<file path="config.mk">
export PLATFORM = sky130hd
export DESIGN_NAME = weight_stream_loader
export DESIGN_NICKNAME = d
export VERILOG_FILES = /design/src/rtl/weight_stream_loader.sv
export SDC_FILE = /design/constraint.sdc
export NUM_CORES = 1
export LEC_CHECK = 0
export BUFFER_PORTS_ARGS = -buffer_cell sky130_fd_sc_hd__buf_4
export CAP_MARGIN = 5
export CORE_MARGIN = 4
export CORE_UTILIZATION = 36
export CTS_CLUSTER_SIZE = 10
export DETAILED_ROUTE_END_ITERATION = 8
export PLACE_DENSITY_LB_ADDON = 0.3
export REMOVE_ABC_BUFFERS = 1
export SLEW_MARGIN = 20
export SYNTH_ARGS = -nofsm -noshare
export SYNTH_HDL_FRONTEND = slang
export SYNTH_SLANG_ARGS = --single-unit
</file>
<file path="constraint.sdc">
create_clock -name clk -period 3.6 [get_ports clk]
set_input_delay 0.72 -clock clk [delete_from_list [all_inputs] [get_ports clk]]
set_output_delay 0.72 -clock clk [all_outputs]
set_load 0.02 [all_outputs]
</file>
<file path="src/rtl/weight_stream_loader.sv">
// rtl/weight_stream_loader.sv - BRAM weight reader packing LANES weights per streamed word
// Optional WSL_CHECKSUM_EN adds a 16-bit running sum of all weights on port checksum.
module weight_stream_loader #(
    parameter int W          = 8,
    parameter int LANES      = 4,
    parameter int ADDR_WIDTH = 18,
    parameter int CNT_WIDTH  = 18,
    parameter int RD_LAT     = 2,
    parameter int FIFO_DEPTH = 8
) (
    input  logic                  clk,
    input  logic                  rst_n,
    input  logic                  start,
    input  logic [ADDR_WIDTH-1:0] base_addr,
    input  logic [CNT_WIDTH-1:0]  count,
    output logic                  bram_en,
    output logic [ADDR_WIDTH-1:0] bram_addr,
    input  logic [W-1:0]          bram_dout,
    output logic [LANES*W-1:0]    out_data,
    output logic                  out_valid,
    input  logic                  out_ready,
    output logic                  out_last,
    output logic                  busy,
    output logic                  done
`ifdef WSL_CHECKSUM_EN
    ,
    output logic [15:0]           checksum
`endif
);

    localparam int DW   = LANES * W;
    localparam int PW   = (FIFO_DEPTH > 1) ? $clog2(FIFO_DEPTH) : 1;
    localparam int FCW  = $clog2(FIFO_DEPTH + 1);
    localparam int IW   = $clog2(RD_LAT + 1);
    localparam int LW   = (LANES > 1) ? $clog2(LANES) : 1;

    typedef enum logic [1:0] {S_IDLE, S_RUN, S_DRAIN, S_DONE} state_t;

    state_t                state, state_nxt;
    logic [ADDR_WIDTH-1:0] rd_addr;
    logic [CNT_WIDTH-1:0]  issue_left;
    logic [CNT_WIDTH-1:0]  pop_left;
    logic [RD_LAT:1]       pipe_vld;
    logic [IW-1:0]         inflight;
    logic [W-1:0]          fifo_mem [FIFO_DEPTH];
    logic [PW-1:0]         wr_ptr, rd_ptr;
    logic [FCW-1:0]        fifo_count;
    logic [W-1:0]          fifo_dout;
    logic [LW-1:0]         lane;

    logic start_acc, issue, credit_ok, fifo_wr, fifo_rd, accept, final_pop, word_full;

    // A read is only launched if its data is guaranteed a FIFO slot on return.
    assign credit_ok = (int'(inflight) + int'(fifo_count)) < FIFO_DEPTH;
    assign fifo_wr   = pipe_vld[RD_LAT];
    assign fifo_dout = fifo_mem[rd_ptr];
    assign accept    = out_valid && out_ready;
    assign fifo_rd   = (fifo_count != '0) && (!out_valid || out_ready);
    assign final_pop = fifo_rd && (pop_left == CNT_WIDTH'(1));
    assign word_full = fifo_rd && ((lane == LW'(LANES - 1)) || final_pop);

    always_comb begin
        state_nxt = state;
        start_acc = 1'b0;
        issue     = 1'b0;
        unique case (state)
            S_IDLE: begin
                if (start) begin
                    start_acc = 1'b1;
                    state_nxt = (count == '0) ? S_DONE : S_RUN;
                end
            end
            S_RUN: begin
                if (credit_ok) begin
                    issue = 1'b1;
                    if (issue_left == CNT_WIDTH'(1)) state_nxt = S_DRAIN;
                end
            end
            S_DRAIN: begin
                if (accept && out_last) state_nxt = S_DONE;
            end
            S_DONE:  state_nxt = S_IDLE;
            default: state_nxt = S_IDLE;
        endcase
    end

    assign bram_en   = issue;
    assign bram_addr = rd_addr;
    assign busy      = (state == S_RUN) || (state == S_DRAIN);
    assign done      = (state == S_DONE);

    always_ff @(posedge clk or negedge rst_n) begin
        if (!rst_n) begin
            state      <= S_IDLE;
            rd_addr    <= '0;
            issue_left <= '0;
            pop_left   <= '0;
            pipe_vld   <= '0;
            inflight   <= '0;
        end else begin
            state <= state_nxt;
            if (start_acc) begin
                rd_addr    <= base_addr;
                issue_left <= count;
                pop_left   <= count;
            end else begin
                if (issue) begin
                    rd_addr    <= rd_addr + ADDR_WIDTH'(1);
                    issue_left <= issue_left - CNT_WIDTH'(1);
                end
                if (fifo_rd) pop_left <= pop_left - CNT_WIDTH'(1);
            end
            pipe_vld[1] <= issue;
            for (int s = 2; s <= RD_LAT; s++) pipe_vld[s] <= pipe_vld[s-1];
            if (issue && !fifo_wr)      inflight <= inflight + IW'(1);
            else if (!issue && fifo_wr) inflight <= inflight - IW'(1);
        end
    end

    always_ff @(posedge clk) begin
        if (fifo_wr) fifo_mem[wr_ptr] <= bram_dout;
    end

    always_ff @(posedge clk or negedge rst_n) begin
        if (!rst_n) begin
            wr_ptr     <= '0;
            rd_ptr     <= '0;
            fifo_count <= '0;
        end else begin
            if (fifo_wr) wr_ptr <= (wr_ptr == PW'(FIFO_DEPTH - 1)) ? '0 : wr_ptr + PW'(1);
            if (fifo_rd) rd_ptr <= (rd_ptr == PW'(FIFO_DEPTH - 1)) ? '0 : rd_ptr + PW'(1);
            if (fifo_wr && !fifo_rd)      fifo_count <= fifo_count + FCW'(1);
            else if (!fifo_wr && fifo_rd) fifo_count <= fifo_count - FCW'(1);
        end
    end

    // Lane 0 starts a fresh word, zeroing the lanes a short final word leaves unfilled.
    always_ff @(posedge clk or negedge rst_n) begin
        if (!rst_n) begin
            out_data  <= '0;
            out_valid <= 1'b0;
            out_last  <= 1'b0;
            lane      <= '0;
        end else begin
            if (fifo_rd) begin
                if (lane == '0) out_data <= DW'(fifo_dout);
                else            out_data[lane*W +: W] <= fifo_dout;
                lane <= word_full ? '0 : lane + LW'(1);
            end
            if (word_full) begin
                out_valid <= 1'b1;
                out_last  <= final_pop;
            end else if (accept) begin
                out_valid <= 1'b0;
                out_last  <= 1'b0;
            end
        end
    end

`ifdef WSL_CHECKSUM_EN
    always_ff @(posedge clk or negedge rst_n) begin
        if (!rst_n)       checksum <= '0;
        else if (start_acc) checksum <= '0;
        else if (fifo_rd) checksum <= checksum + 16'(fifo_dout);
    end
`endif

endmodule

</file>
* Word level (Yosys, flattened, before mapping)
Memory sizes are Yosys's and may differ from the RTL's.
Cells that the tools add are included.
** Storage, ports and cells
- Bits in registers :: 106
- Bits in latches :: 0
- Memory bits (writable) :: 64
- Bits in read-only memories :: 0
- Bits of input ports :: 48
- Output and inout bits :: 55
- Word-level logic and storage cells :: 97
- Memories kept :: 1
** Cells by class
- $add $sub $neg :: 12
- $mul :: 0
- Div/mod/pow operators :: 0
- $lt $le $gt $ge :: 1
- Equal/unequal tests :: 12
- Shifts and indexed selects :: 2
- Muxes and demuxes :: 30
- Bitwise logic cells :: 0
- Reductions and logical operators :: 26
** Memory list
- fifo_mem :: depth 8, width 8, rd ports 1, clocked after Yosys merged registers in 0, write ports 1, line 45 : logic [W-1:0] fifo_mem [FIFO_DEPTH];
** Operators with widths (number)
- two-way mux 18 bit :: 6
- == test 18 x 1 -> 1 bit, second input constant :: 2
- subtractor 18 x 1 -> 18 bit, second input constant :: 2
- negator 5 -> 34 bit :: 1
- variable shift 8 x 34 -> 32 bit, first input constant :: 1
- variable part select 8 x 34 -> 32 bit :: 1
- bitwise mux 32 bit :: 1
- two-way mux 32 bit :: 1
- adder 18 x 1 -> 18 bit, second input constant :: 1
- zero test 18 bit :: 1
- two-way mux 2 bit :: 8
- nonzero test 2 bit :: 5
- logical AND 1 bit :: 9
- two-way mux 1 bit :: 9
- two-way mux 4 bit :: 2
- != test 2 bit, second input constant :: 4
- case mux 2 bit (4 select lines) :: 1
- adder 3 x 1 -> 3 bit, second input constant :: 2
- == test 2 bit, second input constant :: 3
- == test 3 bit, second input constant :: 2
- two-way mux 3 bit :: 2
- adder 2 x 4 -> 5 bit :: 1
- < comparator 5 x 4 -> 1 bit, second input constant :: 1
- adder 2 x 1 -> 2 bit, second input constant :: 2
- 9 further kinds :: 15

* Depth between registers and ports, before layout
- Depth in word-level cells :: 8
- Gate-level depth with buffers :: 13
- Mapped depth without buffers :: 11

* Least setup slack after synthesis
OpenSTA, ideal clock, no wires.
- Path type :: reg2reg
- Start :: register fifo_count[2]
- End :: register fifo_count[3]
- Setup time :: 125 ps
- Data arrival time :: 2589 ps
- Data required time :: 3475 ps
- Path slack :: 886 ps
- Cell stages (with the launch flop) :: 14
- Path buffers :: 2
- Clock period less this slack :: 2714 ps
- Path through :: dfrtp_1 buf_2 or4_1 and2_1 buf_2 clkinv_2 ha_1 inv_1 ha_1 a21o_1 a21oi_1 xnor2_1 nor2_1 xor2_1
** Between the ends
- Word-level cells in the longest chain between the ends :: 5
- Elaborated cells between the ends (all ways) :: 10
- Classes of those cells :: add/sub (2); mux (2); reduce/logical (6)
** RTL lines
- start: declaration :: line 47 : logic [FCW-1:0] fifo_count;
- start signal: assignment :: line 132 : if (fifo_wr && !fifo_rd) fifo_count <= fifo_count + FCW'(1);
- start signal: assignment :: line 133 : else if (!fifo_wr && fifo_rd) fifo_count <= fifo_count - FCW'(1);
- parallel branches: the longest is 5 deep, another holds subtractor 4 x 1 -> 4 bit
Several ways; the timed one is not identified. The select of a mux whose other input is x is not followed.
A chain may end at the register's enable or synchronous reset.

* Worst setup path in the final report
Ends and elaborated chain as after synthesis.

==> impl_metrics.yaml <==
setup_path:
  start_kind: "flip-flop"
  arrival_ps: 3060
  reg2reg_depth: 11
  path_class: "flip-flop to flip-flop"
  endpoint_kind: "flip-flop"
  cp_max_fo: 9
  cp.required_ps: 3890
  reg2reg_to: "fifo_count[3]"
  r2r_start: "fifo_count[2]"
  r2r_setup_slack_ps: 830
placement:
  placed_area_um2: 8890
  io_buffers: 102
  gp_congestion: 0.750
  hpwl_um: 12300
clocking:
  cts.sinks: 170
  cts_buffers: 17
  clk_latency_ps: 430
  post_cts_resize_count: 0
  cts_hold_buffers: 0
  clk_path_buf_depth: 2
  cts_setup_buffers: 0
  cts_root_buf: "clkbuf_16"
  ctsHtreeMaxLevel: 4
  cts_tree: "done"
  path_clk_slew_ps: 70
synth:
  ys_seq_area_frac: 0.586
  synthArstFlopShare: 0.624
  synth_area_um2: 7800
  syn_area_per_cell_um2: 12.4
  synth.ff_latch_count: 170
  yosys.area.top_type: "dfrtp_1"
  ys.flop_type: "dfrtp_1"
  yosys.area.top_type_share: 0.340
  synthTopCellsByArea: "dfrtp_1 (34%), edfxtp_1 (25%), mux4_2 (4.6%), xnor2_1 (4.2%), ha_1 (3.8%)"
  yosys_warnings: 0
  synth-edff-count: 64
  synthCells: 627
  synth_cell_type_count: 55
detailed_routing:
  drc: 0
  post_drt_wl_per_cell_um: 17.1
  first_pass_iters: 4
  drt-total-wl_um: 17400
  vias_per_cell: 5.08
  ant_nets: 0
  via_count: 5170
  drtIter0Drc: 309
pwr:
  peakVddDrop_v: 0.000354
  p_per_area_nw_per_um2: 875
  leakagePower_nw: 3.78
global_route:
  grt_pass1_vias: 5259
  overflow: 0
  grt_max_degree: 59
  antenna_found_initial: 0
  grt_util_all_layers: 0.149
  grt_pass1_wl_um: 28400
floorplan:
  ios: 103
  die_h_um: 155
  start_util: 0.369
  rows: 53
  die-area_um2: 24100
  die_w_um: 155
  core_um2: 21200
run_status:
  outcome: "completed"
final_layout:
  nets: 803
  diodes: 0
  drive_gt1_frac: 0.253
  final_cell_mix: "buf_4 (109), dfrtp_1 (106), edfxtp_1 (64), nor2_1 (60), a21oi_1 (53)"
  fill_cells: 1946
  syn2layout_area_growth_pct: 21.7
  design_area_um2: 9490
  final_common_cell: "buf_4"
sta:
  max_slew.worst_pin.slew_ps: 988
  period_minus_slack_ps: 2770
  rsz0062_at_grt: "no"
  setup_viol: 0
  max_clock_freq_ghz: 0.361
  fin_crit_sh: 0.769
  final_hold_viol_count: 0
  slew_headroom: 0.340
  slew_violations: 0
  skew_ps: 14.1
  finalSetupTns_ps: 0
job:
  maxCapViolations: 0
hold_path:
  hold_class: "input pin to async pin"
[how the worst max path moves through the flow]
stage | startpoint | to | cells after the start
floorplan | out_ready | fifo_count[3] | 11
global placement | fifo_count[2] | fifo_count[3] | 11
detailed placement | fifo_count[2] | fifo_count[3] | 11
CTS | fifo_count[1] | bram_en | 4
global route | fifo_count[2] | fifo_count[3] | 11
finish | fifo_count[2] | fifo_count[3] | 11
[layer usage]
layer | up-vias | global-route usage | share of wire
met4 | 0 | 0.0375 | 0.0087
li1 | 2490 | - | -
met3 | 14 | 0.0323 | 0.042
met5 | - | 0 | 0
met1 | 2576 | 0.202 | 0.45
met2 | 90 | 0.244 | 0.50
[flip-flops by register name, indices dropped and copies added (netlist names)]
| register | cells |
|---|---|
| fifo_mem | 64 |
| issue_left | 18 |
| pop_left | 18 |
| out_last | 1 |
| inflight | 2 |
| state | 2 |
| pipe_vld | 2 |
| lane | 2 |
| bram_addr | 18 |
| out_valid | 1 |
| fifo_count | 4 |
| out_data | 32 |
| rd_ptr | 3 |
| wr_ptr | 3 |
[report_power, final]
part	internal, mW	switching [mW]
registers	2.61	0.638
clock network	1.05	0.821
logic	1.45	1.73
[layout make-up]
cell class	count	area [µm²]	area share
repair buffers	110	838	0.0883
inverters	13	50.0	0.00527
clock inverters	15	176	0.0186
well taps	275	344	0.0363
multi-input cells	418	3080	0.325
clock buffers	17	425	0.0448
flip-flops and latches	170	4570	0.482
[cells in the mapped netlist (all sizes together), types with 2 or more instances]
library cell	count
a211oi	2
a21o	4
a21oi	53
a22o	16
a31o	2
and3	7
and4	2
buf	7
clkbuf	19
dfrtp	106
edfxtp	64
ha	24
inv	12
mux2	11
mux2i	10
mux4	16
nand2	43
nand2b	9
nand3	13
nand4	5
nor2	60
nor3	14
nor4	14
nor4b	4
o21ai	23
or2	2
or3	7
or4	7
or4b	2
xnor2	37
xor2	20
[stage by stage]
step | utilization | hold WS (ps) | power (mW) | setup slack (ps) | std cells
3_5_place_dp | 0.420 | 336 | 6.50 | 825 | 986
6_report | 0.449 | 359 | 8.30 | 830 | 1018
2_1_floorplan | - | 331 | 5.32 | 860 | 601
5_1_grt | 0.449 | 357 | 8.89 | 597 | 1018
4_1_cts | 0.449 | 360 | 8.40 | 810 | 1018
3_3_place_gp | 0.420 | 334 | 6.44 | 899 | 986
[cell families (layout without fill, tap and decap cells)]
kind of cell               count (synthesis)  count (layout)  synth area share
AOI/OAI and AO/OA                        108             108            0.0869
DFF                                      170             170             0.586
xor gates and xnor gates                  57              57            0.0640
adders and majority gates                 25              25            0.0411
muxes                                     37              37            0.0749
and+or+nand+nor                          191             191             0.127
buffers and inverters                     39             155            0.0199
[critical path, cell delays in order (launching register included)]
cell      delay, ps
dfrtp_1         490
or4_1           600
and2_1          210
clkinv_2        110
ha_1            190
inv_1            80
ha_1            280
a21o_1          180
a21oi_1         160
xnor2_1         140
nor2_1           70
xor2_1          140
Power figures use the tool's default switching activity.
